===== config.mk =====
export PLATFORM = sky130hd
export DESIGN_NAME = hazard_ctrl_flat
export DESIGN_NICKNAME = d
export VERILOG_FILES = /design/src/rtl/hazard_ctrl_if.sv /design/src/rtl/hazard_ctrl.sv /design/src/flat_wrapper.sv
export SDC_FILE = /design/constraint.sdc
export NUM_CORES = 1
export LEC_CHECK = 0
export CELL_PAD_IN_SITES_DETAIL_PLACEMENT = 0
export CELL_PAD_IN_SITES_GLOBAL_PLACEMENT = 1
export CORE_ASPECT_RATIO = 0.6
export CORE_MARGIN = 1.5
export CORE_UTILIZATION = 30
export CTS_BUF_LIST = sky130_fd_sc_hd__clkbuf_4 sky130_fd_sc_hd__clkbuf_8 sky130_fd_sc_hd__clkbuf_16
export DETAILED_ROUTE_END_ITERATION = 8
export MAX_ROUTING_LAYER = met4
export PLACE_DENSITY = 0.63
export REMOVE_ABC_BUFFERS = 1
export SKIP_CTS_REPAIR_TIMING = 1
export SLEW_MARGIN = 5
export SYNTH_ARGS = -nofsm -noshare
export SYNTH_HDL_FRONTEND = slang
export SYNTH_SLANG_ARGS = --single-unit

===== constraint.sdc =====
create_clock -name clock -period 6.6 [get_ports clock]
set_clock_uncertainty 0.1 [all_clocks]
set_input_delay 0.66 -clock clock [delete_from_list [all_inputs] [get_ports clock]]
set_output_delay 0.66 -clock clock [all_outputs]
set_load 0.05 [all_outputs]

===== src/rtl/hazard_ctrl_if.sv =====
// Hazard controller bundle: decode/EX hazard inputs toward the controller,
// pipeline stall/flush/freeze controls and status back out.
interface hazard_ctrl_if;
    logic [4:0]  id_rs;
    logic [4:0]  id_rt;
    logic        id_uses_rt;
    logic        ex_re;
    logic        ex_RegWrite;
    logic [4:0]  ex_write_reg;
    logic        branch_taken;
    logic        ex_Jump;
    logic        mem_busy;
    logic        d_h;
    logic        pc_stall;
    logic        if_id_stall;
    logic        if_id_flush;
    logic        pipe_freeze;
    logic        mem_timeout;
    logic [31:0] stall_cycles;

    modport master (
        output id_rs, id_rt, id_uses_rt, ex_re, ex_RegWrite, ex_write_reg,
               branch_taken, ex_Jump, mem_busy,
        input  d_h, pc_stall, if_id_stall, if_id_flush, pipe_freeze,
               mem_timeout, stall_cycles
    );

    modport slave (
        input  id_rs, id_rt, id_uses_rt, ex_re, ex_RegWrite, ex_write_reg,
               branch_taken, ex_Jump, mem_busy,
        output d_h, pc_stall, if_id_stall, if_id_flush, pipe_freeze,
               mem_timeout, stall_cycles
    );
endinterface


===== src/rtl/hazard_ctrl.sv =====
// Pipeline hazard controller: load-use bubbles, EX redirect flushes and
// data-memory wait freezes, with a sticky memory timeout and a stall counter.
module hazard_ctrl #(
    parameter int LOAD_STALL_CYCLES = 1,
    parameter int FLUSH_CYCLES      = 1,
    parameter int MEM_TIMEOUT       = 16
) (
    input  logic         clock,
    input  logic         reset,
    hazard_ctrl_if.slave bus
);

    typedef enum logic [1:0] {RUN, LOAD_STALL, FLUSH, MEM_WAIT} state_t;

    localparam logic [1:0] LS_INIT = 2'(LOAD_STALL_CYCLES - 1);
    localparam logic [1:0] FL_INIT = 2'(FLUSH_CYCLES - 1);
    localparam logic [7:0] TMO     = 8'(MEM_TIMEOUT);

    state_t      state, state_nxt, resume, resume_nxt, eff;
    logic [1:0]  cnt, cnt_nxt;
    logic [7:0]  wait_cnt, wait_cnt_nxt;
    logic        timeout_set;
    logic        load_use, redirect;
    logic        d_h, pc_stall, if_id_stall, if_id_flush, pipe_freeze;
    logic        mem_timeout;
    logic [31:0] stall_cycles;

    function automatic logic [31:0] sat_inc(input logic [31:0] v);
        return (v == 32'hFFFF_FFFF) ? v : v + 32'd1;
    endfunction

    assign load_use = bus.ex_re && bus.ex_RegWrite && (bus.ex_write_reg != 5'd0) &&
                      ((bus.ex_write_reg == bus.id_rs) ||
                       (bus.id_uses_rt && (bus.ex_write_reg == bus.id_rt)));
    assign redirect = bus.branch_taken || bus.ex_Jump;

    always_comb begin
        // Once memory answers, the wait behaves as the state it interrupted.
        eff          = (state == MEM_WAIT && !bus.mem_busy) ? resume : state;
        state_nxt    = eff;
        resume_nxt   = resume;
        cnt_nxt      = cnt;
        wait_cnt_nxt = wait_cnt;
        timeout_set  = 1'b0;
        d_h          = 1'b0;
        pc_stall     = 1'b0;
        if_id_stall  = 1'b0;
        if_id_flush  = 1'b0;
        pipe_freeze  = 1'b0;

        if (reset) begin
            state_nxt = RUN;
        end else if (eff == MEM_WAIT) begin
            if (wait_cnt >= TMO) begin
                timeout_set  = 1'b1;
                state_nxt    = RUN;
                cnt_nxt      = 2'd0;
                wait_cnt_nxt = 8'd0;
            end else begin
                pipe_freeze  = 1'b1;
                pc_stall     = 1'b1;
                if_id_stall  = 1'b1;
                wait_cnt_nxt = wait_cnt + 8'd1;
            end
        end else if (bus.mem_busy) begin
            pipe_freeze  = 1'b1;
            pc_stall     = 1'b1;
            if_id_stall  = 1'b1;
            wait_cnt_nxt = 8'd1;
            resume_nxt   = eff;
            state_nxt    = MEM_WAIT;
        end else if (eff == FLUSH) begin
            d_h         = 1'b1;
            if_id_flush = 1'b1;
            if (cnt <= 2'd1) begin
                state_nxt = RUN;
                cnt_nxt   = 2'd0;
            end else begin
                cnt_nxt = cnt - 2'd1;
            end
        end else if (redirect) begin
            // A redirect also abandons any load stall in progress.
            d_h         = 1'b1;
            if_id_flush = 1'b1;
            if (FLUSH_CYCLES > 1) begin
                state_nxt = FLUSH;
                cnt_nxt   = FL_INIT;
            end else begin
                state_nxt = RUN;
                cnt_nxt   = 2'd0;
            end
        end else if (eff == LOAD_STALL) begin
            d_h         = 1'b1;
            pc_stall    = 1'b1;
            if_id_stall = 1'b1;
            if (cnt <= 2'd1) begin
                state_nxt = RUN;
                cnt_nxt   = 2'd0;
            end else begin
                cnt_nxt = cnt - 2'd1;
            end
        end else if (load_use) begin
            d_h         = 1'b1;
            pc_stall    = 1'b1;
            if_id_stall = 1'b1;
            if (LOAD_STALL_CYCLES > 1) begin
                state_nxt = LOAD_STALL;
                cnt_nxt   = LS_INIT;
            end
        end
    end

    always_ff @(posedge clock) begin
        if (reset) begin
            state        <= RUN;
            resume       <= RUN;
            cnt          <= 2'd0;
            wait_cnt     <= 8'd0;
            mem_timeout  <= 1'b0;
            stall_cycles <= 32'd0;
        end else begin
            state    <= state_nxt;
            resume   <= resume_nxt;
            cnt      <= cnt_nxt;
            wait_cnt <= wait_cnt_nxt;
            if (timeout_set) begin
                mem_timeout <= 1'b1;
            end
            if (pc_stall) begin
                stall_cycles <= sat_inc(stall_cycles);
            end
        end
    end

    assign bus.d_h          = d_h;
    assign bus.pc_stall     = pc_stall;
    assign bus.if_id_stall  = if_id_stall;
    assign bus.if_id_flush  = if_id_flush;
    assign bus.pipe_freeze  = pipe_freeze;
    assign bus.mem_timeout  = mem_timeout;
    assign bus.stall_cycles = stall_cycles;

endmodule


===== src/flat_wrapper.sv =====
// flat-port wrapper written by rule: the top's interface ports become plain ports
module hazard_ctrl_flat 
#(
    parameter int LOAD_STALL_CYCLES = 1,
    parameter int FLUSH_CYCLES      = 1,
    parameter int MEM_TIMEOUT       = 16
)
  (clock, reset, bus_id_rs, bus_id_rt, bus_id_uses_rt, bus_ex_re, bus_ex_RegWrite, bus_ex_write_reg, bus_branch_taken, bus_ex_Jump, bus_mem_busy, bus_d_h, bus_pc_stall, bus_if_id_stall, bus_if_id_flush, bus_pipe_freeze, bus_mem_timeout, bus_stall_cycles);
  hazard_ctrl_if bus_i ();
  input  logic clock;
  input  logic reset;
  input wire logic [$bits(bus_i.id_rs)-1:0] bus_id_rs;
  input wire logic [$bits(bus_i.id_rt)-1:0] bus_id_rt;
  input wire logic [$bits(bus_i.id_uses_rt)-1:0] bus_id_uses_rt;
  input wire logic [$bits(bus_i.ex_re)-1:0] bus_ex_re;
  input wire logic [$bits(bus_i.ex_RegWrite)-1:0] bus_ex_RegWrite;
  input wire logic [$bits(bus_i.ex_write_reg)-1:0] bus_ex_write_reg;
  input wire logic [$bits(bus_i.branch_taken)-1:0] bus_branch_taken;
  input wire logic [$bits(bus_i.ex_Jump)-1:0] bus_ex_Jump;
  input wire logic [$bits(bus_i.mem_busy)-1:0] bus_mem_busy;
  output wire logic [$bits(bus_i.d_h)-1:0] bus_d_h;
  output wire logic [$bits(bus_i.pc_stall)-1:0] bus_pc_stall;
  output wire logic [$bits(bus_i.if_id_stall)-1:0] bus_if_id_stall;
  output wire logic [$bits(bus_i.if_id_flush)-1:0] bus_if_id_flush;
  output wire logic [$bits(bus_i.pipe_freeze)-1:0] bus_pipe_freeze;
  output wire logic [$bits(bus_i.mem_timeout)-1:0] bus_mem_timeout;
  output wire logic [$bits(bus_i.stall_cycles)-1:0] bus_stall_cycles;
  assign bus_i.id_rs = bus_id_rs;
  assign bus_i.id_rt = bus_id_rt;
  assign bus_i.id_uses_rt = bus_id_uses_rt;
  assign bus_i.ex_re = bus_ex_re;
  assign bus_i.ex_RegWrite = bus_ex_RegWrite;
  assign bus_i.ex_write_reg = bus_ex_write_reg;
  assign bus_i.branch_taken = bus_branch_taken;
  assign bus_i.ex_Jump = bus_ex_Jump;
  assign bus_i.mem_busy = bus_mem_busy;
  assign bus_d_h = bus_i.d_h;
  assign bus_pc_stall = bus_i.pc_stall;
  assign bus_if_id_stall = bus_i.if_id_stall;
  assign bus_if_id_flush = bus_i.if_id_flush;
  assign bus_pipe_freeze = bus_i.pipe_freeze;
  assign bus_mem_timeout = bus_i.mem_timeout;
  assign bus_stall_cycles = bus_i.stall_cycles;
  hazard_ctrl #(.LOAD_STALL_CYCLES(LOAD_STALL_CYCLES), .FLUSH_CYCLES(FLUSH_CYCLES), .MEM_TIMEOUT(MEM_TIMEOUT)) u_core (.clock(clock), .reset(reset), .bus(bus_i));
endmodule

Word level (Yosys, flattened, before mapping)
Index checks and enable logic that the tools add are counted.
W data, S select, Z words.
Storage, ports and cells
  flip-flop bits (word level): 47
  latch bits: 0
  bits in writable memories: 0
  bits in read-only memories: 0
  input port bits: 23
  output and inout port bits: 38
  word-level logic and storage cells: 78
  memories kept: 0
Cells by class
  $add $sub $neg: 3
  multipliers: 0
  div/mod/pow operators: 0
  $lt $le $gt $ge: 2
  eq/ne operators: 9
  shift-type cells: 0
  mux-type cells: 42
  bitwise operators: 2
  reduce and logical (&&, ||, !) cells: 14
Operators by type and width (number)
  $add A32 B1 Y32 const B: 1
  $eq A32 B32 Y1 const B: 1
  $mux W2: 15
  $mux W1: 24
  $mux W8: 3
  $eq A5 B5 Y1: 2
  $add A8 B1 Y8 const B: 1
  $ge A8 B5 Y1 const B: 1
  $eq A2 B2 Y1 const B: 3
  $logic_and A1 B1 Y1: 5
  $reduce_bool A5 Y1: 1
  $reduce_and A2 Y1: 2
  $reduce_bool A4 Y1: 1
  $reduce_and A3 Y1: 1
  $eq A2 B1 Y1 const B: 1
  $le A2 B1 Y1 const B: 1
  $logic_or A1 B1 Y1: 2
  $ne A2 B1 Y1 const B: 1
  $ne A2 B2 Y1 const B: 1
  $not A1 Y1: 2
  $reduce_bool A2 Y1: 1
  $sub A2 B1 Y2 const B: 1
  $logic_not A1 Y1: 1

Logic depth before layout (Yosys ltp)
Gate-level depths: netlist of the first run.
  word-level depth: 12
  depth in mapped cells: 13
  mapped depth without buffers: 11

Worst setup path after synthesis of the first run
Ideal clock, no wire load.
  path type: input to output
  from: input port bus_mem_busy
  to: output port bus_d_h
  arrival time: 3.093 ns
  slack: 2.747 ns
  cell stages on the path: 6
  cells stage by stage: o31ai_1 > inv_1 > ha_1 > clkbuf_1 > nor3_1 > a21boi_0
On the way
  word-level cells in the longest chain between the ends: 10
  elaborated cells between the ends (all ways): 12
Ends and longest elaborated chain
  start: declaration: RTL line flat_wrapper.sv:20  | input wire logic [$bits(bus_i.mem_busy)-1:0] bus_mem_busy;
  $logic_not A1 Y1 (*): RTL line hazard_ctrl.sv:39  | eff = (state == MEM_WAIT && !bus.mem_busy) ? resume : state;
  $logic_and A1 B1 Y1 (*): RTL line hazard_ctrl.sv:39
  $mux W2 (*): RTL line hazard_ctrl.sv:39
  net u_core.eff[0]: RTL line hazard_ctrl.sv:19  | state_t state, state_nxt, resume, resume_nxt, eff;
  $eq A2 B1 Y1: RTL line hazard_ctrl.sv:92  | end else if (eff == LOAD_STALL) begin
  $mux W1: RTL line hazard_ctrl.sv:92
  $mux W1: RTL line hazard_ctrl.sv:81  | end else if (redirect) begin
  $mux W1: RTL line hazard_ctrl.sv:72  | end else if (eff == FLUSH) begin
  $mux W1: RTL line hazard_ctrl.sv:65  | end else if (bus.mem_busy) begin
  $mux W1 (*): RTL line hazard_ctrl.sv:53  | end else if (eff == MEM_WAIT) begin
  $mux W1 (*): RTL line hazard_ctrl.sv:51  | if (reset) begin
  end: declaration: RTL line flat_wrapper.sv:21  | output wire logic [$bits(bus_i.d_h)-1:0] bus_d_h;
The timed path passes the listed nets; every way through them passes the cells marked *.

Final worst setup path of the first run
Ends and elaborated chain as after synthesis.

==> metrics.md, run 1 <==
| Metric | Value |
|---|---|
| Fraction of layout cells with a size suffix above 1 | `5.01%` |
| Post-layout net count | `roughly 390` |
| Yosys warning count | `0` |
| DRC viols | `0` |
| Full die area | `9160 um2` |
| Net switching power | `between 0.0001 and 0.00015 W` |
| Clock latency on the worst-skew pair | `between 200 and 300 ps` |
| Hold Fails Final Rpt | `0` |
| Area grow syn2layout | `31.9%` |
| Total power | `0.000614 W` |
| Worst min path class | `reg -> reg` |
| Synth Area in Adders | `2.92%` |
| H-tree depth | `2` |
| Post-synthesis sequential area ratio | `a little over a third` |
| XOR/XNOR Fraction of Synth Area | `roughly 3.7%` |
| Minimum clock period | `4530 ps` |
| Vias in the first global route | `2110` |
| WP data required | `5840 ps` |
| Initial antenna violation count | `0` |
| Filler instances | `794` |
| Status | `completed` |
| Cell area after layout | `about 3400 um2` |
| Final Cycle Share | `68.6%` |
| Worst IR Drop VDD | `roughly 0.079 mV` |
| FF/Latch Area | `approximately 940 um2` |
| CTS tree | `built` |
| Ant. Diodes | `0` |
| Flop pwr share | `between 40% and 50%` |
| Hold Crit Depth | `2` |
| CTS Sinks | `47` |
| Total gr overflow | `0` |
| Compound-Gate Fraction of Synth Area | `22.1%` |
| Worst setup SP type | `input port` |
| Routed WL per cell | `15.3 um` |
| CTS root buffer | `clkbuf_16` |
| Largest family of logic cells by synthesized area | `simple AND/OR/NAND/NOR gates` |
| Drt initial violations | `181` |
| Max clock buf depth | `2` |
| Sw Share | `24.3%` |
| Footprint of the multi-input gates | `~1500 um2` |
| CTS buffer count | `5` |
| PortBufs | `60` |
| Syn Inst Count | `306` |
| Hpwl dp | `5120 um` |
| Fmax | `roughly 220 MHz` |
| DRT antenna net count | `0` |
| I/O pin count | `between 60 and 70` |
| Worst-path maximum fanout | `9` |
| Largest net degree at the start of global routing | `60` |
| Worst slew pin tran | `about 840 ps` |
| Simple-gate area share of the yosys netlist | `28.5%` |
| Worst-path clk slew | `approximately 60 ps` |
| Syn Std Cell Area | `about 2600 um2` |
| Leakage power | `1.09 nW` |
| #FFs+latches synth | `47` |
| Synth cell types | `47` |
| Pins Over Slew Limit | `0` |
| First-pass DRT Iterations | `4` |
| RSZ-0062 raised after global routing | `false` |
| Worst EP arrival | `3770 ps` |
| Clock power frac | `41.1%` |
| Total negative slack | `0 ps` |
| Slew Limit Headroom | `43.6%` |
| Final core utilization | `41.9%` |
| Via count | `2455` |
| Mux contribution to synthesized area | `0.778%` |
| Pre-CTS setup slack | `2050 ps` |
| Chip width | `123 um` |
| Power Dens Cells | `between 150 and 200 nW/um2` |
| First-pass GRT wire length | `11400 um` |
| Mean post-synth cell area | `8.41 um2` |
| Vias/cell | `5.26` |
| Initial core utilization | `31.8%` |
| Final WS setup | `roughly 2100 ps` |
| Placer Congestion | `0.822` |
| GR Util All Layers | `16.6%` |
| CORE AREA | `8100 um2` |
| CP endpoint kind | `output pin` |
| Routed wire length | `7160 um` |
| Gate power share | `11.8%` |
| Final setup viols | `0` |
| Cell-internal power | `0.000465 W` |
| Row count | `25` |
| Max-cap violations | `0` |
| Worst r2r path cells | `11` |
| Setup Crit Path Kind | `in -> out` |
| DP Area | `between 3000 and 4000 um2` |
| Die Ht | `74.7 um` |
[cells in the final DEF (no fill, tap or decap), types with 5 or more instances in the layout]
cell type	synthesis	layout
nor2_1	15	15
nor3_1	6	6
inv_1	11	11
o311ai_1	5	5
xnor2_1	11	11
nand3_1	21	21
and3_1	8	8
o41ai_1	5	5
dfxtp_1	47	47
o31ai_1	22	22
clkbuf_16	0	5
clkdlybuf4s50_1	0	60
nand2_1	19	19
and2_1	5	5
ha_1	6	6
or4_1	21	21
a21oi_1	31	31
nand4_1	7	7
[per-stage QoR]
stage,instances,hold slack (ps)
after floorplan,288,349
after global placement,459,379
after detailed placement,459,375
after CTS,467,393
after global routing,467,409
final,467,392
[state kept, by name (all words and copies together), names as in the netlist]
register and count:
u_core.resume 2, u_core.state 2, u_core.bus.mem_timeout 1, u_core.wait_cnt 8
u_core.cnt 2, u_core.bus.stall_cycles 32
[final timing paths]
path	slack, ps	from	to
max	2070	bus_mem_busy	bus_d_h
max reg2reg	3450	u_core.state[1]	u_core.bus.stall_cycles[21]
min	390	u_core.bus.mem_timeout	u_core.bus.mem_timeout
min reg2reg	390	u_core.bus.mem_timeout	u_core.bus.mem_timeout
[synthesized netlist by cell type, drive strengths merged]
| cell | n | area share (%) |
|---|---|---|
| a211oi | 1 | 0.29 |
| a21boi | 1 | 0.29 |
| a21oi | 32 | 6.4 |
| a22o | 2 | 0.68 |
| a31o | 1 | 0.34 |
| a31oi | 2 | 1.1 |
| and2 | 5 | 1.2 |
| and3 | 8 | 1.9 |
| and4 | 4 | 1.4 |
| buf | 8 | 2.1 |
| clkbuf | 10 | 1.5 |
| dfxtp | 47 | 37 |
| ha | 6 | 2.9 |
| inv | 12 | 1.8 |
| mux2i | 2 | 0.78 |
| nand2 | 19 | 2.8 |
| nand3 | 22 | 4.5 |
| nand3b | 1 | 0.29 |
| nand4 | 7 | 1.7 |
| nand4b | 2 | 0.68 |
| nor2 | 15 | 2.2 |
| nor2b | 5 | 1.5 |
| nor3 | 6 | 1.2 |
| nor3b | 1 | 0.29 |
| nor4 | 5 | 1.5 |
| o21ai | 8 | 1.6 |
| o21bai | 1 | 0.29 |
| o22ai | 1 | 0.24 |
| o311a | 1 | 0.39 |
| o311ai | 6 | 2.0 |
| o31ai | 22 | 6.4 |
| o41a | 1 | 0.44 |
| o41ai | 5 | 1.7 |
| or2 | 1 | 0.34 |
| or3 | 4 | 0.97 |
| or4 | 21 | 6.1 |
| xnor2 | 11 | 3.7 |
[kinds of logic (layout without fill, tap and decap cells)]
kind of cell	after synthesis	in the layout
compound gates	84	84
xor+xnor	11	11
fa+ha+maj	6	6
buf+inv	30	83
flops	47	47
mux	2	2
simple gates	126	126
[power by group through the flow]
| stage | registers [W] | clock network [W] | logic, W |
|---|---|---|---|
| 6_report | 0.000289 | 0.000253 | 0.0000727 |
| 5_1_grt | 0.000289 | 0.000278 | 0.0000795 |
| 4_1_cts | 0.000289 | 0.000264 | 0.0000735 |
| 3_5_place_dp | 0.000295 | 0 | 0.0000733 |
| 3_3_place_gp | 0.000296 | 0 | 0.0000735 |
| 2_1_floorplan | 0.000297 | 0 | 0.0000369 |
[worst max-delay path: stages]
cell,delay [ps]
clkdlybuf4s50_1,500
o31ai_1,430
inv_1,120
ha_1,320
nor3_1,630
a21boi_0,260
clkdlybuf4s50_1,840
[cell type report]
cell class | instances | share of cell area (%)
Clock buffer | 7 | 4.13
Clock inverter | 1 | 0.148
Inverter | 12 | 1.33
Multi-Input combinational cell | 229 | 44.3
Sequential cell | 47 | 27.7
Tap cell | 108 | 3.98
Timing Repair Buffer | 63 | 18.4
[per-layer routing]
metal | wire (um) | share of wire (%) | GRT usage [%] | vias to the layer above
met4 | 25 | 0.35 | 3.49 | 0
met2 | 2710 | 38 | 20.8 | 48
met3 | 305 | 4.3 | 3.71 | 2
met5 | 0 | 0 | - | -
met1 | 4120 | 58 | 26.0 | 1126
li1 | - | - | - | 1279
Note: power is estimated with default switching activity, not from simulation.
==> run 2: changes to the inputs <==
==> constraint.sdc (replaced) <==
create_clock -name clock -period 4.35 [get_ports clock]
set_clock_uncertainty 0.1 [all_clocks]
set_input_delay 0.435 -clock clock [delete_from_list [all_inputs] [get_ports clock]]
set_output_delay 0.435 -clock clock [all_outputs]
set_load 0.05 [all_outputs]
==> metrics.md, run 2 (synthesis results as in run 1) <==
| Metric | Value |
|---|---|
| CTS Sinks | `between 40 and 50` |
| Hold Crit Depth | `2` |
| Commonest non-fill, non-tap cell in the layout | `clkdlybuf4s50_1` |
| Vias in the first global route | `roughly 2300` |
| Hold path start | `u_core.wait_cnt[4]` |
| Post-layout net count | `389` |
| Clock latency on the worst-skew pair | `290 ps` |
| Drt initial violations | `227` |
| CTS buffer count | `5` |
| Hpwl dp | `approximately 5300 um` |
| First-pass GRT wire length | `12000 um` |
| Minimum clock period | `between 3000 and 4000 ps` |
| Gr busiest metal | `met1` |
| CTS tree | `built` |
| Setup crit start | `bus_mem_busy` |
| Status | `completed` |
| Worst-path maximum fanout | `30` |
| Setup Crit Path Kind | `in -> out` |
| Total negative slack | `0 ps` |
| Power Dens Cells | `272 nW/um2` |
| Initial core utilization | `31.8%` |
| Largest net degree at the start of global routing | `36` |
| RSZ-0062 raised after global routing | `false` |
| H-tree depth | `2` |
| Final Cycle Share | `87.5%` |
| I/O pin count | `61` |
| Commonest cells after routing, fill and taps aside | `57 x clkdlybuf4s50_1, 47 x dfxtp_1, 31 x a21oi_1` |
| Initial antenna violation count | `0` |
| Worst slew pin tran | `779 ps` |
| First-pass DRT Iterations | `5` |
| R2R setup slack | `1060 ps` |
| Biggest regs | `u_core.bus.stall_cycles x32, u_core.wait_cnt x8` |
| CP endpoint kind | `output pin` |
| PortBufs | `60` |
| Row count | `25` |
| Hold endpoint | `u_core.wait_cnt[4]` |
| Total power | `0.000923 W` |
| Max-cap violations | `0` |
| Fraction of layout cells with a size suffix above 1 | `5.85%` |
| CTS root buffer | `clkbuf_16` |
| Slew Limit Headroom | `48.1%` |
| Ant. Diodes | `0` |
| Final setup viols | `0` |
| GRT met3 Usage | `3.79%` |
| Worst r2r path cells | `11` |
| Total gr overflow | `0` |
| Full die area | `9160 um2` |
| Area grow syn2layout | `32.1%` |
| Worst-path clk slew | `60 ps` |
| Die Ht | `74.7 um` |
| Placer Congestion | `0.810` |
| Routed wire length | `7190 um` |
| Leakage power | `1.10 nW` |
| Worst setup SP type | `input port` |
| DRC viols | `0` |
| Worst min path class | `reg -> reg` |
| FF-to-FF End | `u_core.bus.stall_cycles[5]` |
| DRT antenna net count | `0` |
| Hold Fails Final Rpt | `0` |
| Filler instances | `between 800 and 900` |
| Routed WL per cell | `15.4 um` |
| Largest Register | `u_core.bus.stall_cycles` |
| WP data required | `3820 ps` |
| Fmax | `263 MHz` |
| GR Util All Layers | `17.4%` |
| CORE AREA | `8100 um2` |
| Via count | `2507` |
| Met1 usage | `24.8%` |
| FF/Latch Area | `941 um2` |
| Critical R2R Launch | `u_core.state[1]` |
| Max clock buf depth | `2` |
| Met2 Use GR | `between 20% and 30%` |
| Max FFs per register | `32` |
| Pins Over Slew Limit | `0` |
| Worst EP arrival | `3270 ps` |
| Vias/cell | `5.37` |
| Footprint of the multi-input gates | `1500 um2` |
| Worst IR Drop VDD | `between 0.1 and 0.15 mV` |
| Chip width | `123 um` |
## run 2: cell count changes in the layout (fill, tap and decap cells not counted)
cell             before  now
buf_12                0    1
clkbuf_4              2    1
buf_4                 3    7
clkdlybuf4s50_1      60   57
clkinv_2              1    0
## run 2: cell type report
cell class	instances	share of cell area [%]
flip-flops and latches	47	27.7
clock buffers	6	3.90
repair buffers	65	18.9
multi-input cells	229	44.2
inverters	12	1.32
well taps	108	3.97
## run 2: critical path, stage by stage
cell and delay, ps:
clkdlybuf4s50_1 570, nor3b_1 70, nor2_1 240, ha_1 380
o41a_1 280, or2_4 180, a21oi_2 50, a31oi_4 630
inv_2 160, buf_4 240
## run 2: through the flow
step | cells | worst slack (ps) | hold WS, ps | instance area (um2) | utilization, %
floorplan | 288 | 359 | 349 | 2480 | -
global placement | 461 | 648 | 375 | 3270 | 40.3
detailed placement | 461 | 500 | 378 | 3270 | 40.3
CTS | 467 | 554 | 387 | 3400 | 42.0
global route | 467 | 346 | 416 | 3400 | 42.0
finish | 467 | 544 | 382 | 3400 | 42.0
## run 2: where the power goes
group          switching, W  internal (W)  leakage [nW]
Clock              0.000159      0.000213        0.0662
Combinational     0.0000645     0.0000478         0.656
Sequential       0.00000406      0.000435         0.380
## run 2: how the worst max path moves through the flow
stage	to	cells past startpoint	slack [ps]
after floorplan	u_core.bus.stall_cycles[8]	6	360
after global placement	bus_if_id_flush	8	650
after detailed placement	u_core.bus.stall_cycles[18]	11	500
after CTS	bus_pc_stall	10	550
after global routing	bus_if_id_stall	10	350
final	bus_pc_stall	10	540
## run 2: per-layer routing
layer | wire, um | vias up
met2 | 2890 | 62
met3 | 327 | 9
met5 | 0 | -
met1 | 3880 | 1162
met4 | 95 | 0
li1 | - | 1274
